`src/rtl/cbrt_dispatch.sv`:
```
// cbrt_dispatch: buffers operands in a FIFO and issues them one at a time to the
// cube-root engine, returning each result tagged with its operand on a valid/ready port.
module cbrt_dispatch #(
    parameter int DEPTH       = 4,
    parameter int ARM_TIMEOUT = 4
) (
    input  logic                     clk,
    input  logic                     rst_n,
    input  logic                     in_valid,
    input  logic [7:0]               in_data,
    output logic                     in_ready,
    output logic                     eng_start,
    output logic [7:0]               eng_x,
    input  logic                     eng_busy,
    input  logic [2:0]               eng_result,
    output logic                     out_valid,
    input  logic                     out_ready,
    output logic [2:0]               out_result,
    output logic [7:0]               out_x,
    output logic [$clog2(DEPTH):0]   level,
    output logic [7:0]               done_cnt,
    output logic                     err
);
    localparam int AW = $clog2(DEPTH);
    localparam int TW = $clog2(ARM_TIMEOUT + 1);
    localparam logic [AW:0]   L_FULL = (AW + 1)'(DEPTH);
    localparam logic [TW-1:0] T_LAST = TW'(ARM_TIMEOUT - 1);

    typedef enum logic [1:0] {IDLE, ISSUE, ARM, RUN} state_t;

    logic [7:0]    r_mem [DEPTH];
    logic [AW-1:0] r_wr, r_rd;
    logic [AW:0]   r_level;
    state_t        r_state;
    logic [TW-1:0] r_timer;
    logic          r_start, r_ov, r_err;
    logic [7:0]    r_x, r_ox, r_done;
    logic [2:0]    r_res;
    logic          w_in_ready, w_push, w_pop;

    assign w_in_ready = r_level < L_FULL;
    assign w_push     = in_valid && w_in_ready;
    assign w_pop      = (r_state == IDLE) && (r_level != '0) && !r_ov;

    always_ff @(posedge clk)
        if (w_push) r_mem[r_wr] <= in_data;

    always_ff @(posedge clk or negedge rst_n)
        if (!rst_n) begin
            r_wr    <= '0;
            r_rd    <= '0;
            r_level <= '0;
        end else begin
            r_wr    <= w_push ? r_wr + 1'b1 : r_wr;
            r_rd    <= w_pop ? r_rd + 1'b1 : r_rd;
            r_level <= r_level + {{AW{1'b0}}, w_push} - {{AW{1'b0}}, w_pop};
        end

    // at most one result outstanding: dispatch waits for out_valid to clear
    always_ff @(posedge clk or negedge rst_n)
        if (!rst_n) begin
            r_state <= IDLE;
            r_timer <= '0;
            r_start <= 1'b0;
            r_x     <= '0;
            r_ov    <= 1'b0;
            r_res   <= '0;
            r_ox    <= '0;
            r_done  <= '0;
            r_err   <= 1'b0;
        end else begin
            if (r_ov && out_ready) r_ov <= 1'b0;
            case (r_state)
                IDLE: if (w_pop) begin
                    r_x     <= r_mem[r_rd];
                    r_start <= 1'b1;
                    r_state <= ISSUE;
                end
                ISSUE: begin
                    r_start <= 1'b0;
                    r_timer <= '0;
                    r_state <= ARM;
                end
                ARM: if (eng_busy) r_state <= RUN;
                    else if (r_timer == T_LAST) begin
                        r_err   <= 1'b1;
                        r_state <= IDLE;
                    end else r_timer <= r_timer + 1'b1;
                RUN: if (!eng_busy) begin
                    r_res   <= eng_result;
                    r_ox    <= r_x;
                    r_ov    <= 1'b1;
                    r_done  <= r_done + 1'b1;
                    r_state <= IDLE;
                end
                default: r_state <= IDLE;
            endcase
        end

    assign in_ready   = w_in_ready;
    assign eng_start  = r_start;
    assign eng_x      = r_x;
    assign out_valid  = r_ov;
    assign out_result = r_res;
    assign out_x      = r_ox;
    assign level      = r_level;
    assign done_cnt   = r_done;
    assign err        = r_err;
endmodule
```
`config.mk`:
```
export PLATFORM = sky130hd
export DESIGN_NAME = cbrt_dispatch
export DESIGN_NICKNAME = d
export VERILOG_FILES = /design/src/rtl/cbrt_dispatch.sv
export SDC_FILE = /design/constraint.sdc
export NUM_CORES = 1
export LEC_CHECK = 0
export ABC_AREA = 1
export CAP_MARGIN = 40
export CORE_ASPECT_RATIO = 1.2
export CORE_MARGIN = 1
export CORE_UTILIZATION = 53
export DETAILED_ROUTE_END_ITERATION = 7
export PLACE_DENSITY = 0.86
export SLEW_MARGIN = 20
export SYNTH_ARGS = -nofsm -noshare
export SYNTH_HDL_FRONTEND = slang
export SYNTH_SLANG_ARGS = --single-unit
```
`constraint.sdc`:
```
create_clock -name clk -period 2.3 [get_ports clk]
set_input_delay 0.23 -clock clk [delete_from_list [all_inputs] [get_ports clk]]
set_output_delay 0.23 -clock clk [all_outputs]
set_load 0.01 [all_outputs]
```
== After elaboration in Yosys (flattened, before gate mapping) ==
Memory sizes are Yosys's and may differ from the RTL's. A register that Yosys moved wholly into a read port is not among the register bits.
Index checks and enable logic that the tools add are counted.

* Flip-flop bits (word level): 34
* Bits in writable memories: 32
* Output and inout bits: 34
* Logic and storage cells: 60
* Memories kept: 1

{| class="wikitable"
|+ Memory list
! name !! depth !! bits a word !! rd ports !! clocked after Yosys merged registers in !! wr ports !! RTL line !! source
|-
| r_mem || 4 || 8 || 1 || 1 || 1 || 31 || <nowiki>logic [7:0] r_mem [DEPTH];</nowiki>
|}

* Add/subtract/negate cells: 6
* Order comparisons: 1
* Equal/unequal tests: 9
* Multiplexer cells: 15
* Bitwise gates (word level): 1
* Reduce and logical (&&, ||, !) cells: 16

{| class="wikitable"
|+ Operators with widths
! operator !! number
|-
| $reduce_and 3->1 || 3
|-
| $add 8x1->8 const B || 1
|-
| $mux 2 || 4
|-
| $ne 2x2->1 const B || 4
|-
| $pmux 2 s4 || 1
|-
| $mux 1 || 6
|-
| $mux 3 || 2
|-
| $pmux 3 s2 || 1
|-
| $reduce_and 2->1 || 3
|-
| $add 2x1->2 const B || 2
|-
| $eq 2x2->1 const B || 2
|-
| $logic_and 1x1->1 || 4
|-
| $reduce_bool 2->1 || 2
|-
| $add 3x1->3 || 1
|-
| $add 3x1->3 const B || 1
|-
| $eq 3x2->1 const B || 1
|-
| $lt 3x3->1 const B || 1
|-
| $ne 3x3->1 const B || 1
|-
| $reduce_bool 3->1 || 1
|-
| $sub 3x1->3 || 1
|-
| $eq 2x1->1 const B || 1
|-
| $logic_not 1->1 || 2
|-
| $logic_not 2->1 || 1
|-
| $pmux 1 s2 || 1
|-
| $not 1->1 || 1
|}

== Longest topological paths before layout ==
* Depth after elaboration: 5
* Gate-level depth with buffers: 12
* Gate-level depth less buffers: 12

== Worst setup path before layout ==
OpenSTA, ideal clock, no wires.

* Path type: reg2reg
* From: register r_level[2], in the netlist level[2]
* To: register r_level[2], in the netlist level[2]
* Library setup time: 0.129 ns
* Arrival time: 1.933 ns
* Data required time: 2.171 ns
* Slack: 0.238 ns
* Cell stages (with the launch flop): 12
* Buffers on the path: 0
* Period minus slack after synthesis: 2.062 ns
* Cell sequence: dfrtp_1 > inv_1 > nand2_1 > nand2_2 > inv_2 > ha_1 > inv_1 > ha_1 > inv_1 > fa_1 > xnor2_1 > xor2_1

* Cells in the longest elaborated chain, start to end: 4
* Elaborated cells between the ends (all ways): 7
* Classes of those cells: add/sub: 2; order compare: 1; reduce/logical: 4

{| class="wikitable"
|+ Ends and longest elaborated chain
! element !! RTL line !! source
|-
| from (decl) || 33 || <nowiki>logic [AW:0] r_level;</nowiki>
|-
| from (signal assigned) || 56 || <nowiki>r_level <= r_level + {{AW{1'b0}}, w_push} - {{AW{1'b0}}, w_pop};</nowiki>
|-
| $lt 3x3->1 || 41 || <nowiki>assign w_in_ready = r_level < L_FULL;</nowiki>
|-
| via in_ready || 11 || <nowiki>output logic in_ready,</nowiki>
|-
| $logic_and 1x1->1 || 42 || <nowiki>assign w_push = in_valid && w_in_ready;</nowiki>
|-
| $add 3x1->3 || 56 ||
|-
| $sub 3x1->3 || 56 ||
|}

The timed path passes the listed nets, and every way through them passes these cells.
A chain may end at the register's enable or synchronous reset.

== Worst setup path in the final report ==
* From: register r_state[0]
* To: register r_level[2], in the netlist level[2]

* Cells in the longest elaborated chain, start to end: 4

{| class="wikitable"
|+ Ends and longest elaborated chain
! element !! RTL line !! source
|-
| from (decl) || 34 || <nowiki>state_t r_state;</nowiki>
|-
| from (signal assigned) || 62 || <nowiki>r_state <= IDLE;</nowiki>
|-
| from (signal assigned) || 77 || <nowiki>r_state <= ISSUE;</nowiki>
|-
| from (signal assigned) || 82 || <nowiki>r_state <= ARM;</nowiki>
|-
| $logic_not 2->1 || 43 || <nowiki>assign w_pop = (r_state == IDLE) && (r_level != '0) && !r_ov;</nowiki>
|-
| $logic_and 1x1->1 (2 in a row) || 43 ||
|-
| via w_pop || 39 || <nowiki>logic w_in_ready, w_push, w_pop;</nowiki>
|-
| $sub 3x1->3 || 56 ||
|}

The timed path passes the listed nets, and every way through them passes these cells.

==> parameters.txt <==
Parameter                              Value

Setup path
  Reg2Reg Capture Point ... level[2]
  Kind of end point of the critical path ... flop
  Crit-path max FO ... 4
  Crit Reg-Reg Startpoint ... r_state[0]
  Crit path from ... r_state[0]
  Category of the most critical setup path ... reg -> reg
  Crit path arrival time ... 2.42 ns
  Critical Path RT ... 2.57 ns
  Capture point of the critical path ... level[2]
  Kind of start point of the critical path ... flop
  Setup slack, reg-to-reg ... ~0.15 ns
  R2r worst-path depth ... 12

Die
  Number of I/O pins ... 50
  Horizontal die dimension ... 71.71 µm
  Area of the placeable core ... roughly 5600 µm²
  Rows ... 30
  Starting utilization of the core area ... roughly 55%
  Die area ... 6142 µm²
  Vertical extent of the die ... about 86 µm

Route
  Via-to-Cell Ratio ... between 5 and 6
  Overall routed net length ... approximately 5600 µm
  Routed wire length per instance ... 12.80 µm
  Post-route ant nets ... 0
  First-pass DRT Iterations ... 4
  Count of unresolved DRC violations after routing ... 0
  Count of vias placed by the detailed router ... 2234
  Detailed Route Iter0 Violations ... 117

Final layout
  Commonest cells after routing, fill and taps aside ... nand2_1, clkdlybuf4s50_1, nor2_1
  P&R area growth vs syn ... 26.40%
  Final instance area ... 3906 µm²
  Most frequent standard cell in the layout excluding fill and tap cells ... nand2_1
  Storage cell area ... 2012 µm²
  Post-layout instance count excluding filler cells ... ~440
  Proportion of layout cells with a drive suffix above 1 ... 8.824%
  ANT cells ... 0
  Nets@finish ... 395
  Area of the multi-input gates ... 934.6 µm²
  Final-layout fill cell count ... 426
  Finished Core Util ... a little over two thirds

Global routing
  Via count of the first global-routing pass ... 2236
  Maximum number of pins on one net before global-route repair ... 34
  Overflow left after global routing ... 0
  Initial antenna violation count ... 0
  Wire length of the first global-routing pass ... 9742 µm
  Global-route usage over all layers ... 21.05%

Synthesis
  Share of synthesized area occupied by flip-flops and latches ... 65.10%
  Synth unique cells ... 23
  Post-synthesis instance area ... between 3000 and 4000 µm²
  Register bit total from synthesis ... 74
  Count of mapped cells out of synthesis ... slightly above 300
  Mean area per synthesized cell ... 10.17 µm²
  Total nets after synthesis ... 330
  Number of warnings printed during yosys synthesis ... 0

Place
  Final GP Congestion ... 0.7659
  Post-Place Cells ... 421
  Number of buffer cells added on primary ports ... around 50
  Detailed placement HPWL ... ~4000 µm
  Instance area at placement ... 3709 µm²
  Worst slack after detailed placement ... 0.1626 ns

Timing
  Actual slew at the worst max-slew pin ... roughly 0.47 ns
  Skew final ... 0.01228 ns
  Hold violation count in the final report ... 0
  Slew headroom ... 68.77%
  Top achievable clock speed ... 465.1 MHz
  Unrepaired setup endpoints after global routing ... no
  Crit path setup slack, layout ... 0.1501 ns
  Number of pins exceeding their max-slew limit in the final report ... 0
  Final hold slack ... 0.2773 ns
  Min cycle time layout ... 2.150 ns
  Setup TNS ... 0 ns
  Setup-failing EPs final ... 0
  Post-route clock period utilization ... 93.47%

Clock network
  Clock tree from TritonCTS ... built
  Clock buffer count from CTS ... 9
  Count of hold buffers inserted by post-cts repair ... 1
  CTS root buffer ... clkbuf_8
  Number of clock sinks ... 74
  Post-CTS sizing ... 0
  Max Root-Sink Buffers ... 2
  Setup bufs post-CTS ... 0
  Skew-Pair Late Insertion Delay ... 0.34 ns
  Number of H-tree levels ... 3
  Clock-pin transition on the worst setup and hold timing paths ... ~0.070 ns

Power and ir drop
  Switching part of the total power ... a little over a third
  Overall power ... 5.005 mW
  Leak ... 1.760 nW
  Share of power burned in the clock network ... 19.1%
  Internal Power ... 3.215 mW
  Worst vdd ir ... 0.0006152 V
  Share of total power in sequential cells ... 41.4%
  Switching power ... 1.790 mW
  Combinational cell fraction of total power ... 39.6%
  Power per cell area ... 1281 nW/µm²

Hold path
  Path type of the worst min-delay path ... in -> async

Status
  Status ... finished, final reports clean

Flow run
  MaxCap Viol Count ... 0
-- final cells by class --
class | instances | share of cell area [%]
sequential | 74 | 51.51
multi-input combinational | 196 | 23.93
timing repair buffer | 61 | 15.12
clock buffer | 11 | 3.363
inverter | 27 | 2.594
tap | 64 | 2.050
clock inverter | 5 | 1.441
-- flip-flops by register name (all words and copies together), names as in the netlist --
register	count
out_x	8
r_mem	32
out_result	3
level	3
eng_x	8
eng_start	1
r_rd	2
done_cnt	8
r_wr	2
out_valid	1
err	1
r_timer	3
r_state	2
-- power groups by stage --
stage	Combinational [mW]	Clock (mW)	Sequential (mW)
2_1_floorplan	1.06	0	2.14
3_3_place_gp	1.89	0	2.08
3_5_place_dp	1.98	0	2.10
4_1_cts	2.01	0.978	2.07
5_1_grt	2.22	1.04	2.13
6_report	1.98	0.954	2.07
-- Yosys cell counts, drive strengths merged --
cell | number | share of area [%]
o21ai | 21 | 3.4
edfxtp | 32 | 31
ha | 9 | 3.6
nand3 | 9 | 1.6
nor2 | 48 | 6.0
dfrtp | 42 | 34
xnor2 | 4 | 1.1
nand4 | 2 | 0.40
fa | 1 | 0.65
nand2 | 95 | 12
o21bai | 1 | 0.24
inv | 26 | 3.2
buf | 7 | 1.4
clkinv | 1 | 0.12
xor2 | 4 | 1.1
nand3b | 1 | 0.24
a21oi | 1 | 0.16
-- critical path: stages (launching register included) --
cell and delay (ns):
dfrtp_1 0.42, inv_2 0.10, nand2_1 0.10, nor2_1 0.14, nand2_2 0.08, inv_2 0.06
ha_1 0.22, inv_1 0.06, ha_1 0.13, inv_1 0.05, fa_1 0.37, xnor2_1 0.18
xor2_1 0.17
-- layer usage --
metal	up-vias	GRT usage (%)	wire length, µm
li1	1099	-	-
met1	1074	25.26	2401
met2	53	34.91	2867
met3	8	6.463	271
met4	0	9.447	68
met5	-	0	0
-- cells by family after synthesis --
family | Yosys count | share of synthesized area, %
compound gates | 23 | 3.806
xor+xnor | 8 | 2.267
fa+ha+maj | 10 | 4.292
buf+inv | 34 | 4.656
flops | 74 | 65.10
simple gates | 155 | 19.88
-- worst min-delay path by stage --
stage,cells past startpoint,slack [ns],startpoint,endpoint
3_5_place_dp,1,0.11,rst_n,r_timer[2]
5_1_grt,2,0.28,rst_n,r_timer[0]
3_3_place_gp,1,0.41,rst_n,r_timer[2]
2_1_floorplan,0,-0.07,rst_n,done_cnt[0]
4_1_cts,2,0.27,rst_n,r_timer[2]
6_report,2,0.28,rst_n,r_timer[2]
(Power assumes the default switching activity.)
